**src/rtl/bpsk_pkg.sv**
```systemverilog
// BPSK receive-chain shared definitions.
// Sample format and saturating accumulator add.
package bpsk_pkg;

   localparam int SYMBOL_WIDTH = 16;
   localparam int SYMBOL_FRAC  = 14;

   typedef logic signed [SYMBOL_WIDTH-1:0] sample_t;

   // Add two sign-extended values and clamp to a w-bit signed range.
   function automatic logic signed [63:0] sat_add(
      input logic signed [63:0] a,
      input logic signed [63:0] b,
      input int                 w
   );
      logic signed [63:0] s;
      logic signed [63:0] hi;
      logic signed [63:0] lo;
      s  = a + b;
      hi = (64'sd1 <<< (w - 1)) - 64'sd1;
      lo = -(64'sd1 <<< (w - 1));
      if (s > hi) begin
         sat_add = hi;
      end else if (s < lo) begin
         sat_add = lo;
      end else begin
         sat_add = s;
      end
   endfunction

endpackage

```
**src/rtl/gardner_ted.sv**
```systemverilog
// Gardner timing error detector.
// e = (mid * (prev_on - on)) >>> F, truncated to W+2 bits.
module gardner_ted
   import bpsk_pkg::*;
#(
   parameter int W = SYMBOL_WIDTH,
   parameter int F = SYMBOL_FRAC
) (
   input  logic                clk,
   input  logic                rst,
   input  logic                i_en,
   input  logic                i_mid_stb,
   input  logic                i_on_stb,
   input  logic signed [W-1:0] i_sample,
   output logic                o_valid,
   output logic signed [W+1:0] o_err
);

   localparam int PW = 2 * W + 1;

   logic signed [W-1:0]  r_mid;
   logic signed [W-1:0]  r_prev_on;
   logic signed [PW-1:0] r_prod;
   logic                 r_valid;

   logic signed [W:0]    w_diff;
   logic signed [PW-1:0] w_prod;
   logic                 w_unused_prod;

   assign w_diff = {r_prev_on[W-1], r_prev_on}
                 - {i_sample[W-1], i_sample};

   assign w_prod = $signed({{(W + 1){r_mid[W-1]}}, r_mid})
                 * $signed({{W{w_diff[W]}}, w_diff});

   // Bit slice of the full product is the truncated arithmetic shift.
   assign o_err         = r_prod[F+W+1:F];
   assign w_unused_prod = ^{r_prod[PW-1:F+W+2], r_prod[F-1:0]};
   assign o_valid       = r_valid;

   always_ff @(posedge clk) begin
      if (rst) begin
         r_mid     <= '0;
         r_prev_on <= '0;
         r_prod    <= '0;
         r_valid   <= 1'b0;
      end else if (i_en) begin
         r_valid <= i_on_stb;
         if (i_mid_stb) begin
            r_mid <= i_sample;
         end
         if (i_on_stb) begin
            r_prod    <= w_prod;
            r_prev_on <= i_sample;
         end
      end
   end

endmodule

```
**src/rtl/symbol_timing_recovery.sv**
```systemverilog
// Symbol timing recovery with Gardner TED and BPSK hard slicer.
// Period is nudged by one sample for one symbol per window.
module symbol_timing_recovery
   import bpsk_pkg::*;
#(
   parameter int SYMBOL_WIDTH = bpsk_pkg::SYMBOL_WIDTH,
   parameter int SYMBOL_FRAC  = bpsk_pkg::SYMBOL_FRAC,
   parameter int SPS          = 8,
   parameter int ACC_LEN      = 16,
   parameter int THRESH       = 32768,
   parameter int ACC_WIDTH    = 32,
   parameter int LOCK_WINDOWS = 4
) (
   input  logic                         clk,
   input  logic                         rst,
   input  logic                         en,
   input  logic                         new_sample,
   input  logic signed [SYMBOL_WIDTH-1:0] in_sample,
   output logic                         sym_valid,
   output logic signed [SYMBOL_WIDTH-1:0] sym_out,
   output logic                         bit_out,
   output logic signed [SYMBOL_WIDTH+1:0] timing_err,
   output logic                         locked
);

   localparam int CW  = $clog2(SPS + 2);
   localparam int SCW = $clog2(ACC_LEN + 1);
   localparam int LCW = $clog2(LOCK_WINDOWS + 1);
   localparam int EW  = SYMBOL_WIDTH + 2;

   localparam logic [CW-1:0] P_NOM   = CW'(SPS);
   localparam logic [CW-1:0] P_RET   = CW'(SPS + 1);
   localparam logic [CW-1:0] P_ADV   = CW'(SPS - 1);
   localparam logic [CW-1:0] MID_IDX = CW'(SPS / 2 - 1);

   localparam logic signed [ACC_WIDTH-1:0] THR_P = ACC_WIDTH'(THRESH);
   localparam logic signed [ACC_WIDTH-1:0] THR_N = -THR_P;

   logic [CW-1:0]                  r_cnt;
   logic [CW-1:0]                  r_period;
   logic signed [ACC_WIDTH-1:0]    r_acc;
   logic [SCW-1:0]                 r_nsym;
   logic [LCW-1:0]                 r_lock_cnt;
   logic                           r_locked;
   logic                           r_sym_valid;
   logic signed [SYMBOL_WIDTH-1:0] r_sym;
   logic                           r_bit;

   logic                           w_take;
   logic                           w_wrap;
   logic                           w_on;
   logic                           w_mid;
   logic                           w_ted_valid;
   logic signed [EW-1:0]           w_err;
   logic signed [63:0]             w_sum;
   logic signed [ACC_WIDTH-1:0]    w_acc_next;
   logic                           w_unused_sum;
   logic                           w_win_end;
   logic [LCW-1:0]                 w_lock_inc;

   assign w_take = en && new_sample;
   assign w_wrap = (r_cnt == r_period - CW'(1));
   assign w_on   = w_take && w_wrap;
   assign w_mid  = w_take && (r_cnt == MID_IDX);

   gardner_ted #(
      .W (SYMBOL_WIDTH),
      .F (SYMBOL_FRAC)
   ) u_ted (
      .clk       (clk),
      .rst       (rst),
      .i_en      (en),
      .i_mid_stb (w_mid),
      .i_on_stb  (w_on),
      .i_sample  (in_sample),
      .o_valid   (w_ted_valid),
      .o_err     (w_err)
   );

   assign w_sum = sat_add(
      {{(64 - ACC_WIDTH){r_acc[ACC_WIDTH-1]}}, r_acc},
      {{(64 - EW){w_err[EW-1]}}, w_err},
      ACC_WIDTH);
   assign w_acc_next   = w_sum[ACC_WIDTH-1:0];
   assign w_unused_sum = ^w_sum[63:ACC_WIDTH];

   assign w_win_end  = (r_nsym == SCW'(ACC_LEN - 1));
   assign w_lock_inc = (r_lock_cnt == LCW'(LOCK_WINDOWS))
                     ? r_lock_cnt : r_lock_cnt + LCW'(1);

   always_ff @(posedge clk) begin
      if (rst) begin
         r_cnt       <= '0;
         r_period    <= P_NOM;
         r_acc       <= '0;
         r_nsym      <= '0;
         r_lock_cnt  <= '0;
         r_locked    <= 1'b0;
         r_sym_valid <= 1'b0;
         r_sym       <= '0;
         r_bit       <= 1'b0;
      end else if (en) begin
         r_sym_valid <= w_on;
         if (w_on) begin
            r_sym <= in_sample;
            r_bit <= ~in_sample[SYMBOL_WIDTH-1];
         end
         // An adjusted period lasts one symbol, then reverts.
         if (new_sample) begin
            if (w_wrap) begin
               r_cnt    <= '0;
               r_period <= P_NOM;
            end else begin
               r_cnt <= r_cnt + CW'(1);
            end
         end
         if (w_ted_valid) begin
            if (w_win_end) begin
               r_acc  <= '0;
               r_nsym <= '0;
               if (w_acc_next > THR_P) begin
                  r_period   <= P_RET;
                  r_lock_cnt <= '0;
                  r_locked   <= 1'b0;
               end else if (w_acc_next < THR_N) begin
                  r_period   <= P_ADV;
                  r_lock_cnt <= '0;
                  r_locked   <= 1'b0;
               end else begin
                  r_period   <= P_NOM;
                  r_lock_cnt <= w_lock_inc;
                  r_locked   <= (w_lock_inc == LCW'(LOCK_WINDOWS));
               end
            end else begin
               r_acc  <= w_acc_next;
               r_nsym <= r_nsym + SCW'(1);
            end
         end
      end
   end

   assign sym_valid  = r_sym_valid;
   assign sym_out    = r_sym;
   assign bit_out    = r_bit;
   assign timing_err = w_err;
   assign locked     = r_locked;

endmodule

```
**config.mk**
```make
export PLATFORM = sky130hd
export DESIGN_NAME = symbol_timing_recovery
export DESIGN_NICKNAME = d
export VERILOG_FILES = /design/src/rtl/bpsk_pkg.sv /design/src/rtl/gardner_ted.sv /design/src/rtl/symbol_timing_recovery.sv
export SDC_FILE = /design/constraint.sdc
export NUM_CORES = 1
export LEC_CHECK = 0
export ABC_AREA = 1
export BUFFER_PORTS_ARGS = -buffer_cell sky130_fd_sc_hd__buf_2
export CORE_ASPECT_RATIO = 1.2
export CORE_MARGIN = 10
export CORE_UTILIZATION = 25
export CTS_CLUSTER_DIAMETER = 200
export DETAILED_ROUTE_END_ITERATION = 8
export HOLD_SLACK_MARGIN = 0.1
export SLEW_MARGIN = 25
export SYNTH_ARGS = -nofsm -noshare
export SYNTH_HDL_FRONTEND = slang
export SYNTH_SLANG_ARGS = --single-unit
```
**constraint.sdc**
```tcl
create_clock -name clk -period 10.6 [get_ports clk]
set_clock_uncertainty 0.2 [all_clocks]
set_input_delay 0 -clock clk [delete_from_list [all_inputs] [get_ports clk]]
set_output_delay 0 -clock clk [all_outputs]
set_load 0.1 [all_outputs]
```
==> impl_metrics.csv, run 1 <==
group,metric,value,unit
floorplan,placementRows,105,
global_route,antenna_found_initial,1,
detailed_routing,ant_nets,0,
global_route,grt_use_met3,0.01893,
cts,insertion_delay,0.40,ns
final_layout,finish.utilization,0.2781,
timing,worstMarginPinSlew,1.043,ns
yosys,synth_most_common_cell,"inv_1",
yosys,async_flop_share,0,
cts,cts_max_level,3,
timing,fin_crit_sh,0.8239,
global_route,grt_busiest_layer,"met2",
detailed_routing,viasPerCell,4.545,
floorplan,dieArea,79810,um^2
placed_design,gp_congestion,0.9336,
min_path,hold_path_class,"primary input to flop",
global_route,use_met2,0.2365,
timing,fmax,114.5,MHz
yosys,synth_warnings,0,
timing,setup_violations,0,
global_route,track_usage,0.1334,
detailed_routing,drt_iter0_drc,1044,
timing,slew_headroom,0.3034,
setup_path,crit_path_end_kind,"flop",
setup_path,worst_setup_path_start_kind,"flop",
final_layout,finalNonFillerCells,3333,
global_route,grt_max_degree,54,
yosys,synth-main-ff-cell,"dfxtp_1",
setup_path,critPathMaxFanout,9,
setup_path,required,10.68,ns
final_layout,nFillCells,7686,
timing,report.final.slew_viol_count,0,
setup_path,critPathMostFrequentCell,"a21oi_1",
detailed_routing,num_vias,15150,
detailed_routing,avgRoutedWirePerCell,15.74,um
setup_path,cpMaxStageDelayCell,"fa_1",
final_layout,final_nets,2838,
yosys,yosys.cell_types.count,46,
pwr,power_density,46.39,nW/um^2
global_route,grt_pass1_vias,15470,
timing,tns,0,ns
cts,cts_tree,"done",
global_route,grt_overflow,0,
global_route,grt_use_met1,0.1620,
pwr,ir_drop,0.05750,mV
setup_path,max_stage_delay,0.53,ns
run_status,status,"finished, final reports clean",
yosys,synth_edf_count,0,
yosys,ys_top_cells_by_area,"fa_1 31%, dfxtp_1 12%, inv_1 12%, nand2_1 11%, ha_1 9.7%",
cts,clockRootBuffer,"clkbuf_16",
final_layout,diodes,0,
placed_design,place_hpwl,43430,um
timing,rsz0062_at_grt,"false",
floorplan,die_w,259.6,um
detailed_routing,drc,0,
detailed_routing,routed_wl,52460,um
yosys,synth_area,17220,um^2
setup_path,critPathArrivalTime,8.81,ns
floorplan,start_util,0.2520,
yosys,seq_area_frac_synth,0.1174,
yosys,synth.top_cell.area_share,0.3081,
timing,hold_viol,0,
detailed_routing,firstDrtPassIters,6,
yosys,yosys_register_bits,101,
yosys,synth_common_cells,"532 x inv_1, 520 x nand2_1, 265 x fa_1",
final_layout,area_growth_syn_to_layout,10.35,%
yosys,synth_top_area_cell,"fa_1",
floorplan,core-area,68320,um^2
floorplan,die_y,307.5,um
placed_design,port_buffers,56,
final_layout,drive_gt1_frac,0.05528,
cts,clock_path_buffers,2,
floorplan,io_pins,57,
cts,numCtsBuffers,9,
yosys,netlist_instances,2375,
cts,cts_sinks,101,
cts,clk_pin_slew,0.10,ns
yosys,syn-num-nets,2794,
pwr,p_leak,9.771,nW
placed_design,dpl.cell_count,3296,
yosys,avgSynthCellArea,7.250,um^2
setup_path,crit_buf_inv,8,
setup_path,crit_type,"flop to flop",
global_route,grt_pass1_wl,84720,um
run,drv_cap,0,
timing,layout_min_cycle_time,8.733,ns
setup_path,cp_top_family,"adder cells",
-- worst register-to-register path: cells and delay by family, from the launching register on --
kind,cells,cell delay (ns)
flip-flops,1,0.33
adder cells (fa/ha/maj),8,3.64
AO/OA/AOI/OAI,15,2.56
buffers and inverters,8,0.78
AND/OR/NAND/NOR,6,0.99
XOR/XNOR,1,0.16
-- path summary, 6_finish.rpt --
path / startpoint / to / slack, ns / cells after the start
worst max-delay path: u_ted.r_prev_on[2]$_SDFFE_PP0P_ / u_ted.r_prod[22]$_SDFFE_PP0P_ / 1.87 / 38
worst min-delay path: in_sample[4] / u_ted.r_prev_on[4]$_SDFFE_PP0P_ / 0.23 / 4
worst max register to register: u_ted.r_prev_on[2]$_SDFFE_PP0P_ / u_ted.r_prod[22]$_SDFFE_PP0P_ / 1.87 / 38
worst min register to register: r_nsym[4]$_SDFFE_PP0P_ / r_nsym[4]$_SDFFE_PP0P_ / 0.25 / 2
-- layout by cell type (no fill, tap or decap), types with 7 or more instances in the layout --
master         Yosys  final
nand4_1           12     12
o21ai_1           11     11
or2_2             11     11
ha_1             134    134
o21bai_1           9      9
buf_2              7     56
a21oi_1          180    180
dfxtp_1          101    101
nand3_1           56     56
nand2_2           15     16
a31oi_1           11     11
clkbuf_16          0      9
buf_4              1     14
o21ai_0           88     88
dlygate4sd3_1      0     21
nand2_1          520    519
xnor2_1           23     23
nor2_1           229    227
fa_1             265    265
xor2_1            40     40
o211ai_1           8      8
inv_1            532    531
nor3_1            14     14
clkinv_1           6      7
-- cell type report --
| class | instances | area, um^2 | share of cell area |
|---|---|---|---|
| Clock buffer | 10 | 229.0 | 0.01205 |
| Clock inverter | 6 | 55.05 | 0.002898 |
| Inverter | 544 | 2042 | 0.1075 |
| Multi-Input combinational cell | 1672 | 12920 | 0.6799 |
| Sequential cell | 101 | 2022 | 0.1064 |
| Tap cell | 909 | 1137 | 0.05986 |
| Timing Repair Buffer | 91 | 595.6 | 0.03135 |
-- per-stage QoR --
stage / hold slack, ns / instance area [um^2] / worst slack (ns) / power [W]
floorplan: -0.04621 / 17220 / 2.151 / 0.0004800
finish: 0.2334 / 19000 / 1.867 / 0.0008815
CTS: 0.2156 / 19000 / 1.890 / 0.0008920
global route: 0.2370 / 19000 / 1.391 / 0.0009136
global placement: 0.07560 / 18510 / 1.926 / 0.0005286
detailed placement: 0.08451 / 18510 / 1.919 / 0.0005289
-- power breakdown --
group	switching, W	internal (W)
sequential	0.00000375	0.000382
combinational	0.000102	0.0000402
clock	0.000189	0.000165
-- flip-flops by register name, indices dropped and copies added, names as in the netlist, 3 cells and up --
name	count
r_cnt	4
r_period	4
u_ted.r_prod	18
u_ted.r_mid	16
u_ted.r_prev_on	16
r_nsym	5
r_lock_cnt	3
r_acc	32
-- what timing repair did --
action / in CTS / in global routing
buffers inserted: 0 / 0
hold buffers: 21 / 0
resized for setup: 0 / 0
endpoints found under the setup margin: 0 / 0
endpoints found under the hold margin: 79 / 0
-- routing by layer --
metal / up-vias / part of all wire
li1: 7273 / -
met1: 7374 / 0.41
met2: 409 / 0.50
met3: 89 / 0.048
met4: 2 / 0.034
met5: - / 0.00025
-- logic make-up after synthesis --
family / Yosys count / synth area share
AO/OA/AOI/OAI: 330 / 0.1032
XOR/XNOR: 63 / 0.03205
adder cells (fa/ha/maj): 399 / 0.4055
buffers and inverters: 602 / 0.1333
flip-flops: 101 / 0.1174
AND/OR/NAND/NOR: 880 / 0.2086
Note: power is estimated with default switching activity, not from simulation.
==> inputs of run 2 (changes only) <==
==> constraint.sdc (replaced) <==
create_clock -name clk -period 7.75 [get_ports clk]
set_clock_uncertainty 0.2 [all_clocks]
set_input_delay 0 -clock clk [delete_from_list [all_inputs] [get_ports clk]]
set_output_delay 0 -clock clk [all_outputs]
set_load 0.1 [all_outputs]
==> run 2 against run 1 <==
  * Die area is the same
  * Sequential cell count is the same
  * Via count grew 3.3%
  * Hold slack lost 0.0040 ns
  * Critical endpoint is now u_ted.r_prod[25]$_SDFFE_PP0P_
==> impl_metrics.csv, run 2 (synthesis gave the netlist of run 1 again) <==
group,metric,value,unit
floorplan,placementRows,105,
final_layout,diodes,0,
setup_path,crit_path_end_kind,"flop",
floorplan,dieArea,79810,um^2
setup_path,critPathMaxFanout,8,
detailed_routing,drc,0,
setup_path,ff2ff_setup_slack,0.32,ns
timing,fin_crit_sh,0.9591,
final_layout,area_growth_syn_to_layout,18.62,%
setup_path,crit_start,"u_ted.r_prev_on[0]$_SDFFE_PP0P_",
pwr,power,0.001272,W
run,drv_cap,0,
setup_path,r2r_start,"u_ted.r_prev_on[0]$_SDFFE_PP0P_",
final_layout,largestRegisters,"r_acc: 32 flops, u_ted.r_prod: 18 flops",
global_route,grt_pass1_wl,84240,um
cts,numCtsBuffers,9,
setup_path,critPathMostFrequentCell,"fa_1",
pwr,p_sw_frac,0.3226,
setup_path,max_stage_delay,0.69,ns
setup_path,crit_path_end,"u_ted.r_prod[25]$_SDFFE_PP0P_",
timing,worstMarginPinSlew,1.022,ns
pwr,p_leak,10.43,nW
detailed_routing,drt_iter0_drc,948,
floorplan,core-area,68320,um^2
timing,hold_ws,0.2294,ns
cts,insertion_delay,0.39,ns
cts,cts_max_level,3,
detailed_routing,viasPerCell,4.529,
cts,clock_path_buffers,2,
run_status,status,"finished, final reports clean",
final_layout,stdcell_area,20420,um^2
pwr,p_seq_frac,0.414,
placed_design,gp_congestion,0.9219,
global_route,grt_pass1_vias,15760,
final_layout,finalNonFillerCells,3456,
placed_design,post_dp_cell_area,19370,um^2
floorplan,die_w,259.6,um
final_layout,layout_commonest_cell,"inv_1",
timing,hold_viol,0,
floorplan,start_util,0.2520,
final_layout,final_nets,2961,
global_route,antenna_found_initial,1,
detailed_routing,ant_nets,0,
placed_design,port_buffers,56,
pwr,intPower,0.0008619,W
floorplan,io_pins,57,
global_route,track_usage,0.1321,
cts,clk_pin_slew,0.09,ns
timing,setup_violations,0,
pwr,ir_drop,0.09465,mV
setup_path,required,7.87,ns
pwr,p_sw,0.0004106,W
final_layout,drive_gt1_frac,0.1413,
floorplan,die_y,307.5,um
cts,clockRootBuffer,"clkbuf_16",
setup_path,cpMaxStageDelayCell,"fa_2",
timing,slew_headroom,0.3185,
pwr,power_density,62.31,nW/um^2
timing,layout_min_cycle_time,7.433,ns
cts,cts_tree,"done",
setup_path,worst_setup_path_start_kind,"flop",
pwr,combPwrFrac,0.188,
min_path,hold_path_class,"primary input to flop",
final_layout,mostFrequentLayoutCells,"524 x inv_1, 507 x nand2_1, 262 x fa_1, 214 x nor2_1, 156 x a21oi_1",
global_route,grt_max_degree,61,
setup_path,critPathArrivalTime,7.56,ns
detailed_routing,avgRoutedWirePerCell,15.16,um
pwr,p_clk_frac,0.398,
timing,report.final.slew_viol_count,0,
setup_path,crit_type,"flop to flop",
timing,rsz0062_at_grt,"true",
detailed_routing,num_vias,15650,
timing,fmax,134.5,MHz
placed_design,place_hpwl,43330,um
cts,cts_sinks,101,
final_layout,largest-register,"r_acc",
setup_path,worst_r2r_path_depth,37,
global_route,grt_overflow,0,
setup_path,r2r-end,"u_ted.r_prod[25]$_SDFFE_PP0P_",
final_layout,largest_reg_flops,32,
detailed_routing,firstDrtPassIters,7,
detailed_routing,routed_wl,52380,um
placed_design,dpl.cell_count,3407,
[run 2: cell count changes in the layout (fill, tap and decap cells not counted), moves of 9 or more]
cell | previous run | this run
o21ai_2 | 1 | 11
ha_1 | 134 | 125
buf_4 | 14 | 132
nand2_1 | 519 | 507
dfxtp_1 | 101 | 91
nand2_2 | 16 | 26
a21oi_2 | 1 | 23
nor2_1 | 227 | 214
a21oi_1 | 180 | 156
o21ai_0 | 88 | 77
nor2_2 | 4 | 14
[run 2: per-stage QoR]
stage	utilization	TNS, ns	worst slack, ns
detailed placement	0.2835	-0.1688	-0.1107
global placement	0.2835	-0.003141	-0.003141
CTS	0.2911	0	0.002847
floorplan	-	-0.05723	-0.05723
finish	0.2990	0	0.3167
global route	0.2990	-0.1200	-0.04926
[run 2: critical path: cells and delay by family, from the launching register on]
| kind | cells | cell delay, ns |
|---|---|---|
| adders and majority gates | 9 | 3.88 |
| and+or+nand+nor | 12 | 1.21 |
| buffers and inverters | 10 | 0.96 |
| AOI/OAI and AO/OA | 6 | 0.75 |
| DFF | 1 | 0.36 |
[run 2: worst min-delay path by stage]
stage / from / endpoint / slack [ns] / depth (start not counted)
finish: in_sample[12] / u_ted.r_prev_on[12]$_SDFFE_PP0P_ / 0.23 / 4
global route: in_sample[7] / u_ted.r_prev_on[7]$_SDFFE_PP0P_ / 0.24 / 4
CTS: in_sample[5] / u_ted.r_prev_on[5]$_SDFFE_PP0P_ / 0.21 / 4
detailed placement: in_sample[13] / u_ted.r_prev_on[13]$_SDFFE_PP0P_ / 0.08 / 3
global placement: in_sample[14] / u_ted.r_prev_on[14]$_SDFFE_PP0P_ / 0.07 / 3
floorplan: in_sample[1] / u_ted.r_prev_on[1]$_SDFFE_PP0P_ / -0.06 / 2
[run 2: power by group through the flow]
stage / Clock, W / Combinational (W) / Sequential, W
3_3_place_gp: 0 / 0.000216 / 0.000539
2_1_floorplan: 0 / 0.000107 / 0.000549
5_1_grt: 0.000533 / 0.000260 / 0.000527
4_1_cts: 0.000527 / 0.000225 / 0.000526
3_5_place_dp: 0 / 0.000216 / 0.000539
6_report: 0.000506 / 0.000240 / 0.000527
[run 2: routing by layer]
layer | vias up | track usage | part of all wire
met5 | - | 0 | 0.00031
met4 | 2 | 0.04233 | 0.031
met3 | 81 | 0.01606 | 0.042
met2 | 362 | 0.2392 | 0.52
met1 | 7682 | 0.1589 | 0.41
li1 | 7525 | - | -
[run 2: repair_timing]
action / CTS / global route
gates cloned: 0 / 0
hold buffers: 20 / 0
pin swaps: 2 / 34
endpoints found under the setup margin: 9 / 18
resized for setup: 6 / 116
endpoints found under the hold margin: 73 / 0
buffers inserted: 0 / 13
[run 2: final cells by class]
type                       instances  area (um^2)
sequential                       101         2042
inverter                         544         2058
clock buffer                       9        225.2
clock inverter                     7        80.08
multi-input combinational       1672        13330
timing repair buffer             214         1554
fill                            7561        47890
tap                              909         1137
